### config.mk
export PLATFORM = sky130hd
export DESIGN_NAME = fifo_stream_reader
export DESIGN_NICKNAME = d
export VERILOG_FILES = /design/src/rtl/fifo_rd_pkg.sv /design/src/rtl/fifo_rd_obuf.sv /design/src/rtl/fifo_stream_reader.sv
export SDC_FILE = /design/constraint.sdc
export NUM_CORES = 1
export LEC_CHECK = 0
export CAP_MARGIN = 20
export CORE_MARGIN = 1.5
export CORE_UTILIZATION = 50
export CTS_CLUSTER_SIZE = 40
export DETAILED_ROUTE_END_ITERATION = 12
export PLACE_DENSITY = 0.75
export SYNTH_ARGS = -nofsm -noshare
export SYNTH_HDL_FRONTEND = slang
export SYNTH_SLANG_ARGS = --single-unit
### constraint.sdc
create_clock -name clk -period 2.6 [get_ports clk]
set_clock_uncertainty 0.05 [all_clocks]
set_input_delay 0.52 -clock clk [delete_from_list [all_inputs] [get_ports clk]]
set_output_delay 0.52 -clock clk [all_outputs]
set_load 0.01 [all_outputs]
### src/rtl/fifo_rd_pkg.sv
// Shared types and constants for the FIFO read-side drain engine.
package fifo_rd_pkg;

    localparam int unsigned OBUF_ENTRIES = 3;

    typedef logic [1:0] obuf_ptr_t;
    typedef logic [1:0] obuf_occ_t;

    // Circular pointer increment over the three buffer entries.
    function automatic obuf_ptr_t ptr_next(input obuf_ptr_t p);
        return (p == obuf_ptr_t'(OBUF_ENTRIES - 1)) ? '0 : p + 2'd1;
    endfunction

endpackage

### src/rtl/fifo_rd_obuf.sv
// Three-entry circular output buffer with push, pop and synchronous clear.
module fifo_rd_obuf
    import fifo_rd_pkg::*;
#(
    parameter int unsigned WIDTH = 8
) (
    input  logic             clk,
    input  logic             rstN,
    input  logic             clear,
    input  logic             push,
    input  logic [WIDTH-1:0] push_data,
    input  logic             pop,
    output obuf_occ_t        occ,
    output logic [WIDTH-1:0] head_data
);

    logic [WIDTH-1:0] mem [OBUF_ENTRIES];
    obuf_ptr_t        head;
    obuf_ptr_t        tail;

    always_ff @(posedge clk or negedge rstN) begin
        if (!rstN) begin
            for (int unsigned i = 0; i < OBUF_ENTRIES; i++) begin
                mem[i] <= '0;
            end
            head <= '0;
            tail <= '0;
            occ  <= '0;
        end else if (clear) begin
            head <= '0;
            tail <= '0;
            occ  <= '0;
        end else begin
            if (push) begin
                mem[tail] <= push_data;
                tail      <= ptr_next(tail);
            end
            if (pop) begin
                head <= ptr_next(head);
            end
            case ({push, pop})
                2'b10:   occ <= occ + 2'd1;
                2'b01:   occ <= occ - 2'd1;
                default: occ <= occ;
            endcase
        end
    end

    assign head_data = mem[head];

    // The issue rule keeps occ + inflight <= 3, so a capture never meets a full buffer.
    a_no_overflow: assert property (@(posedge clk) disable iff (!rstN)
        (push && !clear) |-> (occ != 2'd3));

endmodule

### src/rtl/fifo_stream_reader.sv
// Read-side drain engine: issues FIFO reads, absorbs the one-cycle read latency, streams words out.
module fifo_stream_reader
    import fifo_rd_pkg::*;
#(
    parameter int unsigned FIFO_WIDTH = 8,
    parameter int unsigned CNT_WIDTH  = 16
) (
    input  logic                  clk,
    input  logic                  rstN,
    input  logic                  fifo_empty,
    input  logic [FIFO_WIDTH-1:0] fifo_rdata,
    output logic                  fifo_rd_en,
    output logic                  m_valid,
    input  logic                  m_ready,
    output logic [FIFO_WIDTH-1:0] m_data,
    input  logic                  flush,
    output logic                  busy,
    output logic [CNT_WIDTH-1:0]  words_out
);

    obuf_occ_t  occ;
    logic       inflight;
    logic [2:0] pending;
    logic       capture;
    logic       xfer;

    // Issue depends only on registered occupancy/inflight, never on m_ready.
    assign pending    = {1'b0, occ} + {2'b00, inflight};
    assign fifo_rd_en = rstN && !fifo_empty && !flush && (pending < 3'(OBUF_ENTRIES));

    assign m_valid = (occ != '0);
    assign capture = inflight && !flush;
    assign xfer    = m_valid && m_ready && !flush;
    assign busy    = m_valid || inflight;

    always_ff @(posedge clk or negedge rstN) begin
        if (!rstN) begin
            inflight  <= 1'b0;
            words_out <= '0;
        end else begin
            inflight <= fifo_rd_en;
            if (xfer) begin
                words_out <= words_out + 1'b1;
            end
        end
    end

    fifo_rd_obuf #(
        .WIDTH (FIFO_WIDTH)
    ) u_obuf (
        .clk       (clk),
        .rstN      (rstN),
        .clear     (flush),
        .push      (capture),
        .push_data (fifo_rdata),
        .pop       (xfer),
        .occ       (occ),
        .head_data (m_data)
    );

endmodule

Word level (Yosys, flattened, before mapping)
Index checks and enable logic that the tools add are counted.

storage, ports and cells
  flip-flop bits (word level) = 47
  bits in latches = 0
  RAM bits = 0
  memory bits (read-only) = 0
  input bits = 13
  output and inout bits = 27
  memories = 0

operators by class
  $add $sub $neg = 6
  $mul = 0
  div/mod/pow operators = 0
  $lt $le $gt $ge = 4
  equality and inequality tests = 4
  shift-type cells = 0
  multiplexer cells = 14
  bitwise operators = 3
  reductions and logical operators = 15

operator list
  cell                                                       number
  bitwise mux 24 bit                                         1
  2-to-1 mux 8 bit                                           3
  adder 16 x 1 -> 16 bit (second input constant)             1
  binary-select mux 8 bit (select 2 bit)                     1
  demux 8 bit (select 2 bit)                                 1
  2-to-1 mux 2 bit                                           7
  logical AND 1 bit                                          7
  adder 2 x 1 -> 2 bit (second input constant)               3
  == test 2 bit (second input constant)                      3
  greater-or-equal comparator 3 bit (second input constant)  2
  NOT 2 -> 3 bit                                             2
  nonzero test 2 bit                                         3
  one-hot mux 2 bit (2 select lines)                         1
  adder 2 x 1 -> 3 bit                                       1
  < comparator 3 x 1 -> 1 bit (second input constant)        1
  < comparator 3 x 2 -> 1 bit (second input constant)        1
  nonzero test 3 bit                                         1
  == test 2 x 1 -> 1 bit (second input constant)             1
  logical NOT 1 bit                                          2
  AND reduction 2 bit                                        1
  subtractor 2 x 1 -> 2 bit (second input constant)          1
  logical OR 1 bit                                           1
  NOT 1 bit                                                  1

Logic depth before layout (Yosys ltp)
Gate-level depths: netlist of the first run.

  depth after elaboration = 6
  gate-level depth with buffers = 5
  mapped depth without buffers = 5

Modules after synthesis
From an unflattened synthesis of the first run, not the netlist that was laid out.

unflattened totals
  cell total of the unflattened synthesis = 175
  area total of the unflattened synthesis = 2207.1 um^2

by module, submodules not included
  module              instances  cells an instance  area each (um^2)
  fifo_rd_obuf        1          110                1392.6
  fifo_stream_reader  1          65                 814.5

Least setup slack after synthesis of the first run
No wires, ideal clock.

  kind = register to output
  from = reg u_obuf.occ[0]
  to = out fifo_rd_en
  data arrival time = 1.484 ns
  required time = 2.030 ns
  setup slack = 0.546 ns
  stages on the path, launching flop included = 5
  buffers on the path = 0
  cell sequence = dfrtp_1 > ha_1 > ha_1 > or4b_1 > a21oi_1

on the way
  cells in the longest elaborated chain, start to end = 3

ends and longest elaborated chain
  item                         line                      RTL
  start: declaration           fifo_rd_obuf.sv:13        output obuf_occ_t occ,
  start signal: assignment     fifo_rd_obuf.sv:42        2'b10: occ <= occ + 2'd1;
  start signal: assignment     fifo_rd_obuf.sv:43        2'b01: occ <= occ - 2'd1;
  adder 2 x 1 -> 3 bit         fifo_stream_reader.sv:28  assign pending = {1'b0, occ} + {2'b00, inflight};
  < comparator 3 x 2 -> 1 bit  fifo_stream_reader.sv:29  assign fifo_rd_en = rstN && !fifo_empty && !flush && (pending < 3'(OBUF_ENTRIES));
  logical AND 1 bit            fifo_stream_reader.sv:29
  end: declaration             fifo_stream_reader.sv:12  output logic fifo_rd_en,

Every way passes these cells.

Final worst setup path of the first run
Same ends and word-level chain as after synthesis.

==> results of run 1 <==
flip-flops by register name, summed over array words and instances, names as in the netlist:
| name | count |
|---|---|
| inflight | 1 |
| u_obuf.head | 2 |
| u_obuf.mem | 24 |
| u_obuf.occ | 2 |
| u_obuf.tail | 2 |
| words_out | 16 |
cells in the mapped netlist, drive strengths merged:
master  count
or4b        1
nor4        3
nor3b       2
nand2      13
nand3       6
mux2i      10
a21oi       4
ha          3
nor2        7
mux2       25
clkbuf      2
nor3        4
xor2        6
and4        3
buf         3
nor2b       4
nand2b      2
nand3b      1
nand4       4
xnor2      10
o21ai      10
or2         1
dfrtp      47
or3         1
worst max-delay path, stage by stage, from the launching register on:
cell and delay [ns]:
dfrtp_1 0.40, ha_1 0.22, ha_1 0.18, or4b_1 0.45, a21oi_1 0.16, clkbuf_2 0.16
power by group through the flow:
| stage | clock, W | sequential (W) | combinational, W |
|---|---|---|---|
| floorplan | 0 | 0.000863 | 0.000135 |
| global placement | 0 | 0.000861 | 0.000292 |
| detailed placement | 0 | 0.000869 | 0.000304 |
| CTS | 0.000565 | 0.000856 | 0.000306 |
| global route | 0.000597 | 0.000866 | 0.000325 |
| finish | 0.000553 | 0.000855 | 0.000300 |
final cells by class:
cell class	instances	share of cell area
multi-input cells	120	0.352
clock buffers	6	0.0294
flip-flops and latches	47	0.419
clock inverters	2	0.0125
well taps	50	0.0223
repair buffers	50	0.165
how the worst max path moves through the flow:
stage / end / depth (start not counted) / slack (ns) / start
3_5_place_dp: fifo_rd_en / 4 / -0.19 / flush
4_1_cts: fifo_rd_en / 5 / 0.03 / u_obuf.occ[0]$_DFFE_PN0P_
3_3_place_gp: fifo_rd_en / 4 / -0.17 / flush
5_1_grt: fifo_rd_en / 5 / 0.09 / u_obuf.occ[0]$_DFFE_PN0P_
2_1_floorplan: fifo_rd_en / 4 / 0.55 / u_obuf.occ[0]$_DFFE_PN0P_
6_report: fifo_rd_en / 5 / 0.16 / u_obuf.occ[0]$_DFFE_PN0P_
stage by stage:
step,hold WS (ns),TNS (ns),instances
after global routing,0.328,0,275
after floorplan,0.174,0,172
final,0.281,0,275
after global placement,0.413,-0.171,267
after CTS,0.300,0,275
after detailed placement,0.431,-0.194,267
kinds of logic after synthesis:
| group | Yosys count | share of synthesized area |
|---|---|---|
| xor+xnor | 16 | 0.0640 |
| fa+ha+maj | 3 | 0.0172 |
| buf+inv | 5 | 0.0103 |
| compound gates | 14 | 0.0372 |
| simple gates | 52 | 0.160 |
| mux | 35 | 0.174 |
| flops | 47 | 0.537 |
what timing repair did:
item,in CTS,in global routing
setup endpoints to repair,1,1
hold buffers,0,0
pin swaps,0,0
gates resized for setup,1,2
setup buffers,0,0
cell usage in the layout (no fill, tap or decap), types with 2 or more instances in the layout:
cell,netlist,routed
clkdlybuf4s50_1,0,37
nand2_1,13,13
clkbuf_8,0,6
o21ai_0,9,9
nor3b_4,2,2
nor2b_1,4,4
xnor2_1,10,10
mux2_2,25,25
mux2i_1,10,10
nand4_1,4,4
nor3_1,3,3
buf_4,0,11
ha_1,3,3
nand3_1,6,6
nor4_4,2,2
nor2_1,7,7
xor2_1,6,6
a21oi_1,4,4
dfrtp_1,47,47
and4_1,3,3
per-layer routing:
metal | part of all wire | vias to the layer above | track usage
met5 | 0 | - | 0
met4 | 0.024 | 0 | 0.0893
met3 | 0.035 | 11 | 0.0556
met2 | 0.52 | 37 | 0.358
met1 | 0.42 | 725 | 0.232
li1 | - | 715 | -
==> impl_metrics.ini, run 1 <==
[critical_path]
worstPathMaxFanout = 2
cp-end-kind = output port
r2r_start = inflight$_DFF_PN0_
cp.arrival_ns = 1.87
critPathLaunchType = flop
reg2reg_depth = 4
r2r_slack_ns = 0.89
cp.required_ns = 2.03
worstSetupPathType = reg2out
worstReg2RegEnd = u_obuf.mem[14]$_DFFE_PN0P_

[synthesis]
ys_ff_latch = 47
synth.top_cell.area_share = 0.537
yosysTopAreaCell = dfrtp_1
syn_area_per_cell_um2 = 12.7
synthCells = 172
ys_types = 28
synth_warnings = 0
synth_area_leaders = dfrtp_1 (54%), mux2_2 (13%), mux2i_1 (4.6%)
ys_seq_area_frac = 0.537
synth.net_count = 188
synth_area_um2 = 2190

[timing]
worst_pin_slew_ns = 0.590
finalCritPeriodShare = 0.938
hold_viol = 0
fin_crit_ns = 2.44
setup_viol = 0
fin_ws_ns = 0.161
rsz0062_at_grt = no
slew_viol_final = 0
slew_headroom = 0.607
fmaxAchievable_mhz = 410

[pwr]
ir_worst_vdd_mv = 0.347
p_leak_nw = 1.24
power.switching_w = 0.000418
internal_power_w = 0.00129
power_density_nw_per_um2 = 608
power.total_w = 0.00171
power_frac_seq = 0.501
clockPowerShare = 0.324
comb_power_share = 0.176
sw_frac_of_total = 0.244

[global_routing]
grt_pass1_wl_um = 7730
grt_pass1_vias = 1675
grt_max_degree = 48
antenna_found_initial = 0
overflow = 0
grt.total_usage = 0.204

[floorplan]
die_h_um = 69.2
fp-row-count = 23
dieArea_um2 = 4780
core_um2 = 4120
die_w_um = 69.2
initial_core_util = 0.532
pin_count = 40

[run_status]
status = completed

[routing]
drt-total-wl_um = 4490
route.detailed.drc = 0
drt_iter0_markers = 32
routed_via_density = 5.41
via_count = 1488
detail-route-antenna-nets = 0
firstDrtPassIters = 4
detail_route.wl_per_cell_um = 16.3

[clocking]
htreeDepth = 2
clockBufferDepth = 2
cts_tree = built
clk_pin_slew_ns = 0.08
cts-root-buf = clkbuf_8
cts.sinks = 47
insertion_delay_ns = 0.30
cts-buffers-inserted = 5

[cells_and_area]
n_antenna_cell = 0
ff_latch_area_um2 = 1180
fill_cells = 285
utilization = 0.683
nets = 240
multi_input_area_um2 = 990
area_growth_pct = 28.4
fin_area_um2 = 2810
final_layout_size_suffix_gt1_frac = 0.240

[place]
port_buffers = 39
gp_congestion = 0.792
dpl-instance-area_um2 = 2700
dp_slack_ns = -0.194
dp.final_hpwl_um = 3250

[job]
max-cap-violations = 0

[worst_hold_path]
hp-class = in2async
No activity file was read; power rests on OpenSTA's default activity.
==> inputs of run 2 (changes only) <==
--- a/config.mk
+++ b/config.mk
@@ -6,7 +6,6 @@
 export NUM_CORES = 1
 export LEC_CHECK = 0
 export CAP_MARGIN = 20
-export CORE_MARGIN = 1.5
 export CORE_UTILIZATION = 50
 export CTS_CLUSTER_SIZE = 40
 export DETAILED_ROUTE_END_ITERATION = 12
==> constraint.sdc (replaced) <==
create_clock -name clk -period 2.6 [get_ports clk]
set_clock_uncertainty 0.05 [all_clocks]
set_input_delay 0.52 -clock clk [delete_from_list [all_inputs] [get_ports clk]]
set_output_delay 0.52 -clock clk [all_outputs]
set_load 0.1 [all_outputs]
==> run 2 against run 1 <==
Final area rose by 1.2%. Register-to-register slack improved by 0.07 ns. Fmax down 2.5%. Count of clock-buffer cells in the layout shrank 1. Die area decreased by 2.9%. Critical path depth stayed put. Cell count shrank 1.5%. Critical endpoint unchanged. Combinational power grew to 2.5 times the previous value. Power increased by 19%. Worst hold slack improved by 0.017 ns. Wire length is 6.6% lower.
==> impl_metrics.ini, run 2 (synthesis results as in run 1) <==
[run_status]
status = completed

[floorplan]
die_h_um = 68.2
dieArea_um2 = 4650
fp-row-count = 23
die_w_um = 68.2
initial_core_util = 0.536
core_um2 = 4090
pin_count = 40

[timing]
rsz0062_at_grt = no
fin_crit_ns = 2.50
setup_viol = 0
fmaxAchievable_mhz = 400
finalCritPeriodShare = 0.962
fin_ws_ns = 0.0978
slew_headroom = 0.493
worst_pin_slew_ns = 0.759
hold_viol = 0
slew_viol_final = 0
hold-worst-slack_ns = 0.299
tns_ns = 0

[cells_and_area]
final_cell_mix = dfrtp_1 (46), mux2_2 (25), buf_4 (25)
reg.largest.list = u_obuf.mem: 24 flops, words_out: 16 flops
n_antenna_cell = 0
nets = 236
final_layout_size_suffix_gt1_frac = 0.389
finalNonFillerCells = 271
fill_cells = 299
area_growth_pct = 29.8
final_common_cell = dfrtp_1
largest_reg_flops = 24
regMostFlops = u_obuf.mem

[routing]
routed_via_density = 5.44
drt-total-wl_um = 4190
firstDrtPassIters = 5
detail_route.wl_per_cell_um = 15.5
drt_iter0_markers = 74
route.detailed.drc = 0
via_count = 1474
detail-route-antenna-nets = 0

[global_routing]
grt_max_degree = 48
grt_pass1_wl_um = 6910
antenna_found_initial = 0
grt_pass1_vias = 1478
grt.total_usage = 0.210
overflow = 0

[clocking]
cts-buffers-inserted = 5
cts.sinks = 47
holdBufCountCts = 0
cts-root-buf = clkbuf_8
cts_tree = built
htreeDepth = 2
clockBufferDepth = 2
clk_pin_slew_ns = 0.08
insertion_delay_ns = 0.29

[worst_hold_path]
hp-class = in2async

[place]
dp.final_hpwl_um = 3040
port_buffers = 39
gp_congestion = 0.763
dp_slack_ns = 0.137
post-place-cells = 262

[critical_path]
critPathSlowestCell = or4b_4
worstPathMaxFanout = 2
path_cells = ha_1 -> ha_1 -> or4b_4 -> a21oi_4 -> buf_12
cp.arrival_ns = 1.93
cp-end-kind = output port
reg2reg_depth = 4
slowest_delay_ns = 0.49
cp.required_ns = 2.03
critPathLaunchType = flop
worstSetupPathType = reg2out
critPathMostFrequentCell = ha_1

[pwr]
power_density_nw_per_um2 = 713
power.total_w = 0.00203
p_leak_nw = 1.30
ir_worst_vdd_mv = 0.702

[job]
max-cap-violations = 0
==> run 2: cell types whose count changed in the layout (fill, tap and decap cells not counted), sizes merged <==
| cell | delta |
|---|---|
| clkdlybuf4s50 | -26 |
| buf | +23 |
| clkbuf | -2 |
| bufinv | -1 |
| clkinv | +1 |
| inv | +1 |
==> run 2: stage by stage <==
stage	utilization	instance area (um2)
3_3_place_gp	0.671	2740
2_1_floorplan	-	2230
5_1_grt	0.695	2840
4_1_cts	0.694	2840
6_report	0.695	2840
3_5_place_dp	0.671	2740
==> run 2: timing repair <==
| item | in CTS | in global routing |
|---|---|---|
| setup endpoints to repair | 1 | 1 |
| pin swaps | 0 | 0 |
| setup buffers | 1 | 0 |
| gates resized for setup | 1 | 1 |
==> run 2: area by class of cell <==
type	count	area, um2	area share
multi-input combinational	120	1030	0.363
tap	50	62.6	0.0220
clock inverter	3	18.8	0.00661
timing repair buffer	46	483	0.170
sequential	47	1180	0.414
clock buffer	5	68.8	0.0242
==> run 2: path summary, 6_finish.rpt <==
| check | startpoint | end | slack (ns) |
|---|---|---|---|
| worst min-delay path | rstN | u_obuf.occ[1]$_DFFE_PN0P_ | 0.30 |
| worst max register to register | inflight$_DFF_PN0_ | u_obuf.mem[13]$_DFFE_PN0P_ | 0.96 |
| max in group asynchronous | rstN | u_obuf.occ[0]$_DFFE_PN0P_ | 1.79 |
| worst min register to register | words_out[15]$_DFFE_PN0P_ | words_out[15]$_DFFE_PN0P_ | 0.45 |
| min in group clk | words_out[15]$_DFFE_PN0P_ | words_out[15]$_DFFE_PN0P_ | 0.45 |
| worst max-delay path | u_obuf.occ[0]$_DFFE_PN0P_ | fifo_rd_en | 0.1 |
==> run 2: worst max-delay path, delay by kind of cell, from the launching register on <==
kind,cells,cell delay [ns]
adder cells (fa/ha/maj),2,0.38
flip-flops,1,0.41
AO/OA/AOI/OAI,1,0.16
AND/OR/NAND/NOR,1,0.49
buffers and inverters,1,0.19
==> run 2: power by group <==
group	internal (W)	switching, W
Combinational	0.000254	0.000496
Clock	0.000189	0.000234
Sequential	0.000801	0.0000504
Total	0.00124	0.000781
==> run 2: metal layers <==
metal  routed length (um)  global-route usage
met1                 1860               0.267
met3                  134              0.0450
met2                 2120               0.342
met4                   69              0.0938
met5                    0                   0
